File: src/rtl/mu_pkg.sv
// rtl/mu_pkg.sv - shared mu opcodes, cost width and receipt issuer state encoding
package mu_pkg;

  localparam logic [7:0] OPCODE_MDLACC    = 8'h05;
  localparam logic [7:0] OPCODE_PDISCOVER = 8'h06;

  // Receipt cost is Q16.16
  localparam int COST_W  = 32;
  localparam int COUNT_W = 16;

  typedef enum logic [2:0] {
    ST_IDLE     = 3'd0,
    ST_REQ      = 3'd1,
    ST_WAIT_RSP = 3'd2,
    ST_ISSUE    = 3'd3,
    ST_WAIT_ACK = 3'd4,
    ST_ERROR    = 3'd5
  } issuer_state_e;

  // Receipt counter sticks at all-ones instead of wrapping
  function automatic logic [COUNT_W-1:0] sat_inc(input logic [COUNT_W-1:0] v);
    return (&v) ? v : v + 16'd1;
  endfunction

endpackage

File: src/rtl/mu_receipt_issuer_if.sv
// rtl/mu_receipt_issuer_if.sv - mu-ALU cost request/response and receipt handshake bundle
interface mu_receipt_issuer_if;
  import mu_pkg::*;

  logic              alu_req_valid;
  logic              alu_req_ready;
  logic [7:0]        alu_req_opcode;
  logic [23:0]       alu_req_operand;
  logic              alu_rsp_valid;
  logic [COST_W-1:0] alu_rsp_cost;
  logic [COST_W-1:0] receipt_value;
  logic              receipt_valid;
  logic              receipt_accepted;

  // Issuer side
  modport master (
    output alu_req_valid, alu_req_opcode, alu_req_operand, receipt_value, receipt_valid,
    input  alu_req_ready, alu_rsp_valid, alu_rsp_cost, receipt_accepted
  );

  // mu-ALU / mu_core side
  modport slave (
    input  alu_req_valid, alu_req_opcode, alu_req_operand, receipt_value, receipt_valid,
    output alu_req_ready, alu_rsp_valid, alu_rsp_cost, receipt_accepted
  );

endinterface

File: src/rtl/mu_timeout_counter.sv
// rtl/mu_timeout_counter.sv - 8-bit load/decrement timer, expires on the cycle it would reach zero
module mu_timeout_counter (
  input  logic       clk,
  input  logic       rst_n,
  input  logic       load,
  input  logic [7:0] load_value,
  input  logic       enable,
  output logic       expired
);

  logic [7:0] count_q;

  // Reload on entry to a wait state, otherwise count down while the owner waits
  always_ff @(posedge clk or negedge rst_n) begin
    if (!rst_n) begin
      count_q <= '0;
    end else if (load) begin
      count_q <= load_value;
    end else if (enable && (count_q != 8'd0)) begin
      count_q <= count_q - 8'd1;
    end
  end

  // A load of N therefore gives the owner exactly N waiting cycles
  assign expired = enable && (count_q == 8'd1);

endmodule

File: src/rtl/mu_receipt_issuer.sv
// rtl/mu_receipt_issuer.sv - requests a mu-ALU cost and issues it to mu_core as a retried one-cycle receipt
module mu_receipt_issuer
  import mu_pkg::*;
#(
  parameter int ACK_TIMEOUT = 4,
  parameter int RSP_TIMEOUT = 16,
  parameter int MAX_RETRIES = 2
) (
  input  logic               clk,
  input  logic               rst_n,
  input  logic [31:0]        instruction,
  input  logic               instr_valid,
  input  logic               receipt_required,
  output logic               issuer_busy,
  output logic               issuer_error,
  output logic [COUNT_W-1:0] receipts_issued,
  mu_receipt_issuer_if.master bus
);

  localparam logic [7:0] ACK_LOAD  = 8'(ACK_TIMEOUT);
  localparam logic [7:0] RSP_LOAD  = 8'(RSP_TIMEOUT);
  localparam logic [2:0] RETRY_MAX = 3'(MAX_RETRIES);

  issuer_state_e      state_q, state_d;
  logic [2:0]         retry_q, retry_d;
  logic               req_q;
  logic               trigger, rsp_take, ack_take;
  logic               rsp_expired, ack_expired;
  logic [7:0]         opcode_q;
  logic [23:0]        operand_q;
  logic [COST_W-1:0]  value_q;
  logic               req_valid_q, receipt_valid_q, busy_q, error_q;
  logic [COUNT_W-1:0] count_q, count_d;

  mu_timeout_counter u_rsp_timer (
    .clk        (clk),
    .rst_n      (rst_n),
    .load       (state_q == ST_REQ),
    .load_value (RSP_LOAD),
    .enable     (state_q == ST_WAIT_RSP),
    .expired    (rsp_expired)
  );

  mu_timeout_counter u_ack_timer (
    .clk        (clk),
    .rst_n      (rst_n),
    .load       (state_q == ST_ISSUE),
    .load_value (ACK_LOAD),
    .enable     (state_q == ST_WAIT_ACK),
    .expired    (ack_expired)
  );

  // Next state: abort beats any event, an event beats its timer expiry
  always_comb begin
    state_d  = state_q;
    retry_d  = retry_q;
    trigger  = 1'b0;
    rsp_take = 1'b0;
    ack_take = 1'b0;
    if ((state_q != ST_IDLE) && !instr_valid) begin
      state_d = ST_IDLE;
    end else begin
      case (state_q)
        ST_IDLE: begin
          if (receipt_required && instr_valid && !req_q) begin
            trigger = 1'b1;
            retry_d = '0;
            state_d = ST_REQ;
          end
        end
        ST_REQ: begin
          if (bus.alu_req_ready) state_d = ST_WAIT_RSP;
        end
        ST_WAIT_RSP: begin
          if (bus.alu_rsp_valid) begin
            rsp_take = 1'b1;
            state_d  = ST_ISSUE;
          end else if (rsp_expired) begin
            state_d = ST_ERROR;
          end
        end
        ST_ISSUE: state_d = ST_WAIT_ACK;
        ST_WAIT_ACK: begin
          if (bus.receipt_accepted) begin
            ack_take = 1'b1;
            state_d  = ST_IDLE;
          end else if (ack_expired) begin
            if (retry_q < RETRY_MAX) begin
              retry_d = retry_q + 3'd1;
              state_d = ST_ISSUE;
            end else begin
              state_d = ST_ERROR;
            end
          end
        end
        ST_ERROR: state_d = ST_ERROR;
        default:  state_d = ST_IDLE;
      endcase
    end
  end

  assign count_d = ack_take ? sat_inc(count_q) : count_q;

  // State plus registered outputs derived from the next state so every output is a flop
  always_ff @(posedge clk or negedge rst_n) begin
    if (!rst_n) begin
      state_q         <= ST_IDLE;
      retry_q         <= '0;
      req_q           <= 1'b0;
      opcode_q        <= '0;
      operand_q       <= '0;
      value_q         <= '0;
      req_valid_q     <= 1'b0;
      receipt_valid_q <= 1'b0;
      busy_q          <= 1'b0;
      error_q         <= 1'b0;
      count_q         <= '0;
    end else begin
      state_q         <= state_d;
      retry_q         <= retry_d;
      req_q           <= receipt_required;
      req_valid_q     <= (state_d == ST_REQ);
      receipt_valid_q <= (state_d == ST_ISSUE);
      busy_q          <= (state_d != ST_IDLE);
      count_q         <= count_d;
      if (trigger) begin
        opcode_q  <= instruction[31:24];
        operand_q <= instruction[23:0];
      end
      if (rsp_take) value_q <= bus.alu_rsp_cost;
      if (trigger) error_q <= 1'b0;
      else if (state_d == ST_ERROR) error_q <= 1'b1;
    end
  end

  assign bus.alu_req_valid   = req_valid_q;
  assign bus.alu_req_opcode  = opcode_q;
  assign bus.alu_req_operand = operand_q;
  assign bus.receipt_value   = value_q;
  assign bus.receipt_valid   = receipt_valid_q;
  assign issuer_busy         = busy_q;
  assign issuer_error        = error_q;
  assign receipts_issued     = count_q;

endmodule
File: src/flat_wrapper.sv
// flat-port wrapper written by rule: the top's interface ports become plain ports
module mu_receipt_issuer_flat import mu_pkg::*;
#(
  parameter int ACK_TIMEOUT = 4,
  parameter int RSP_TIMEOUT = 16,
  parameter int MAX_RETRIES = 2
)
  (clk, rst_n, instruction, instr_valid, receipt_required, issuer_busy, issuer_error, receipts_issued, bus_alu_req_valid, bus_alu_req_opcode, bus_alu_req_operand, bus_receipt_value, bus_receipt_valid, bus_alu_req_ready, bus_alu_rsp_valid, bus_alu_rsp_cost, bus_receipt_accepted);
  mu_receipt_issuer_if bus_i ();
  input  logic clk;
  input  logic rst_n;
  input  logic [31:0] instruction;
  input  logic instr_valid;
  input  logic receipt_required;
  output logic issuer_busy;
  output logic issuer_error;
  output logic [COUNT_W-1:0] receipts_issued;
  output wire logic [$bits(bus_i.alu_req_valid)-1:0] bus_alu_req_valid;
  output wire logic [$bits(bus_i.alu_req_opcode)-1:0] bus_alu_req_opcode;
  output wire logic [$bits(bus_i.alu_req_operand)-1:0] bus_alu_req_operand;
  output wire logic [$bits(bus_i.receipt_value)-1:0] bus_receipt_value;
  output wire logic [$bits(bus_i.receipt_valid)-1:0] bus_receipt_valid;
  input wire logic [$bits(bus_i.alu_req_ready)-1:0] bus_alu_req_ready;
  input wire logic [$bits(bus_i.alu_rsp_valid)-1:0] bus_alu_rsp_valid;
  input wire logic [$bits(bus_i.alu_rsp_cost)-1:0] bus_alu_rsp_cost;
  input wire logic [$bits(bus_i.receipt_accepted)-1:0] bus_receipt_accepted;
  assign bus_alu_req_valid = bus_i.alu_req_valid;
  assign bus_alu_req_opcode = bus_i.alu_req_opcode;
  assign bus_alu_req_operand = bus_i.alu_req_operand;
  assign bus_receipt_value = bus_i.receipt_value;
  assign bus_receipt_valid = bus_i.receipt_valid;
  assign bus_i.alu_req_ready = bus_alu_req_ready;
  assign bus_i.alu_rsp_valid = bus_alu_rsp_valid;
  assign bus_i.alu_rsp_cost = bus_alu_rsp_cost;
  assign bus_i.receipt_accepted = bus_receipt_accepted;
  mu_receipt_issuer #(.ACK_TIMEOUT(ACK_TIMEOUT), .RSP_TIMEOUT(RSP_TIMEOUT), .MAX_RETRIES(MAX_RETRIES)) u_core (.clk(clk), .rst_n(rst_n), .instruction(instruction), .instr_valid(instr_valid), .receipt_required(receipt_required), .issuer_busy(issuer_busy), .issuer_error(issuer_error), .receipts_issued(receipts_issued), .bus(bus_i));
endmodule
File: config.mk
export PLATFORM = sky130hd
export DESIGN_NAME = mu_receipt_issuer_flat
export DESIGN_NICKNAME = d
export VERILOG_FILES = /design/src/rtl/mu_pkg.sv /design/src/rtl/mu_receipt_issuer_if.sv /design/src/rtl/mu_timeout_counter.sv /design/src/rtl/mu_receipt_issuer.sv /design/src/flat_wrapper.sv
export SDC_FILE = /design/constraint.sdc
export NUM_CORES = 1
export LEC_CHECK = 0
export CAP_MARGIN = 20
export CORE_ASPECT_RATIO = 1.5
export CORE_MARGIN = 1
export CORE_UTILIZATION = 30
export CTS_CLUSTER_SIZE = 12
export DETAILED_ROUTE_END_ITERATION = 16
export PLACE_DENSITY = 0.63
export SETUP_SLACK_MARGIN = 0.2
export SLEW_MARGIN = 20
export SYNTH_ARGS = -nofsm -noshare
export SYNTH_HDL_FRONTEND = slang
export SYNTH_SLANG_ARGS = --single-unit
File: constraint.sdc
create_clock -name clk -period 6.4 [get_ports clk]
set_clock_uncertainty 0.1 [all_clocks]
set_input_delay 1.28 -clock clk [delete_from_list [all_inputs] [get_ports clk]]
set_output_delay 1.28 -clock clk [all_outputs]
set_load 0.005 [all_outputs]
==> flow_metrics.env <==
export IMPL_drt_iter0_drc=106
export IMPL_wl_per_cell_um=15.1
export IMPL_grt_max_degree=62
export IMPL_synth_warnings=0
export IMPL_htree_levels=3
export IMPL_core_um2=15100
export IMPL_crit_fanout=38
export IMPL_cts_buffers=9
export IMPL_multi_input_area_um2=1870
export IMPL_power_density_nw_per_um2=411
export IMPL_cts_tree="yes"
export IMPL_cts_sink_count=107
export IMPL_worst_endpoint_required_ns=6.48
export IMPL_dr_total_vias=3397
export IMPL_synth_avg_cell_area_um2=12.8
export IMPL_hold_class="reg2reg"
export IMPL_synthFlopType="dfrtp_1"
export IMPL_cts_root_buf="clkbuf_16"
export IMPL_worstPathArrival_ns=3.41
export IMPL_holdWs_ns=0.394
export IMPL_postSynthCellCount=364
export IMPL_gp_congestion=0.806
export IMPL_dr_pass1_iters=6
export IMPL_leakagePower_nw=2.86
export IMPL_grt_ovfl_total=0
export IMPL_syn2layout_area_growth_pct=44.2
export IMPL_max_freq_mhz=301
export IMPL_cts_buffer_depth=2
export IMPL_drive_gt1_share_pct=17.9
export IMPL_seq_area_um2=2680
export IMPL_async_reset_ff_share_pct=100
export IMPL_fin_crit_sh_pct=52.0
export IMPL_syn_area_um2=4670
export IMPL_slew_headroom_pct=49.5
export IMPL_synth_edff_count=0
export IMPL_cts_hold_buffers=0
export IMPL_grt_use_total_pct=13.9
export IMPL_numPortBuffers=154
export IMPL_end_kind="flop"
export IMPL_place_ws_ns=2.67
export IMPL_finalMaxSlewViolations=0
export IMPL_mostFrequentLayoutCell="clkdlybuf4s50_1"
export IMPL_yosysSeqAreaShare_pct=57.4
export IMPL_die_width_um=104
export IMPL_status="finished, final reports clean"
export IMPL_hpwl_um=8170
export IMPL_finalHoldViolCount=0
export IMPL_report_power_total_mw=2.76
export IMPL_fill_cells=1412
export IMPL_tightest_slew_ns=0.757
export IMPL_synth_distinct_cells=48
export IMPL_postRouteAntennaNets=0
export IMPL_r2r_setup_slack_ns=4.05
export IMPL_ir_worst_vdd_mv=0.146
export IMPL_tns_ns=0
export IMPL_fin_nets=598
export IMPL_insertedDiodeCount=0
export IMPL_synth_ff_latch_count=107
export IMPL_die_area_um2=16100
export IMPL_period_minus_slack_ns=3.33
export IMPL_std_cell_rows=55
export IMPL_grt_pass1_wl_um=17900
export IMPL_grt_pass1_vias=3532
export IMPL_fin_ws_ns=3.07
export IMPL_grt_setup_unrepaired="no"
export IMPL_drc_errors=0
export IMPL_routed_wl_um=10900
export IMPL_clk_latency_ns=0.35
export IMPL_die_h_um=155
export IMPL_io_pins=155
export IMPL_finalSetupViolations=0
export IMPL_synth_nets=443
export IMPL_post_drt_via_cell_ratio=4.70
export IMPL_antenna_found_initial=0
export IMPL_cap_viol_max_count=0
export IMPL_cts_clk_slew_worst_paths_ns=0.07
export IMPL_mostFrequentLayoutCells="clkdlybuf4s50_1 (153), dfrtp_1 (107), mux2_2 (64)"
export IMPL_cts_resized=0
export IMPL_cts_setup_buffers=0
export IMPL_initial_core_util_pct=30.8
export IMPL_crit_type="in2reg"
export IMPL_critPathLaunchType="input pin"
[critical path, stage by stage]
cell,delay [ns]
clkdlybuf4s50_1,0.51
nor2b_1,0.22
nand4b_1,0.12
buf_4,0.40
o21ai_0,0.20
o32ai_2,0.48
o21ai_0,0.20
[path summary, 6_finish.rpt]
kind,from,endpoint,cells past startpoint
max,instr_valid,u_core.issuer_busy,7
max reg2reg,u_core.state_q[2],u_core.issuer_busy,6
max in group asynchronous,rst_n,u_core.bus.receipt_value[7],2
min in group asynchronous,rst_n,u_core.bus.receipt_value[17],1
min reg2reg,u_core.u_rsp_timer.count_q[5],u_core.u_rsp_timer.count_q[5],1
min,u_core.u_rsp_timer.count_q[5],u_core.u_rsp_timer.count_q[5],1
[cell type report]
type / count / area share, %
Clock buffer: 10 / 3.55
Clock inverter: 6 / 1.21
Inverter: 12 / 0.670
Multi-Input combinational cell: 232 / 27.9
Sequential cell: 107 / 39.8
Tap cell: 199 / 3.70
Timing Repair Buffer: 157 / 23.2
[cells in the mapped netlist (2+ instances only)]
cell / instances / area [um^2]
and2_1: 3 / 18.8
nor2_1: 32 / 120
and4_1: 4 / 35.0
clkbuf_1: 2 / 7.51
o21a_1: 5 / 37.5
ha_1: 8 / 100
nor3b_2: 3 / 37.5
buf_4: 3 / 22.5
nor2b_1: 7 / 43.8
nor3_1: 6 / 30.0
nor4b_1: 3 / 26.3
xnor2_1: 13 / 114
nand4_1: 6 / 37.5
a31oi_1: 2 / 12.5
dfrtp_1: 107 / 2680
inv_1: 12 / 45.0
nand3_1: 15 / 75.1
nand2b_1: 2 / 12.5
o21ai_0: 6 / 30.0
nand4b_1: 4 / 35.0
buf_2: 7 / 35.0
xor2_1: 10 / 87.6
mux2_2: 64 / 721
or4_1: 2 / 15.0
nand2_1: 12 / 45.0
and3_1: 4 / 25.0
[per-stage QoR]
step                std cells  cell area, um^2  util, %
floorplan                 364             4670        -
global placement          707             6410     42.3
detailed placement        707             6410     42.3
CTS                       723             6730     44.4
global route              723             6730     44.4
finish                    723             6730     44.4
[flip-flops by register name, summed over array words and instances (netlist names)]
register / cells
u_core.receipts_issued: 16
u_core.bus.alu_req_operand: 24
u_core.state_q: 3
u_core.u_ack_timer.count_q: 8
u_core.bus.receipt_valid: 1
u_core.bus.alu_req_valid: 1
u_core.bus.alu_req_opcode: 8
u_core.req_q: 1
u_core.issuer_error: 1
u_core.retry_q: 3
u_core.u_rsp_timer.count_q: 8
u_core.bus.receipt_value: 32
u_core.issuer_busy: 1
[power by group]
part / internal, mW / switching, mW
clock: 0.323 / 0.258
combinational: 0.679 / 0.382
sequential: 0.946 / 0.176
total: 1.95 / 0.815
[cell families (layout without fill, tap and decap cells)]
family	after synthesis	after routing	synth area share, %
adder cells (fa/ha/maj)	8	8	2.15
XOR/XNOR	23	23	4.32
multiplexers	66	66	15.9
AND/OR/NAND/NOR	110	110	13.1
AO/OA/AOI/OAI	25	25	4.69
buffers and inverters	25	185	2.44
flip-flops	107	107	57.4
[per-layer routing]
metal | global-route usage, % | vias to the layer above | part of all wire [%]
met5 | 0 | - | 0
met1 | 15.8 | 1669 | 40
li1 | - | 1587 | -
met2 | 24.7 | 119 | 52
met3 | 3.75 | 22 | 5.7
met4 | 5.03 | 0 | 2.6
(Power assumes the default switching activity.)
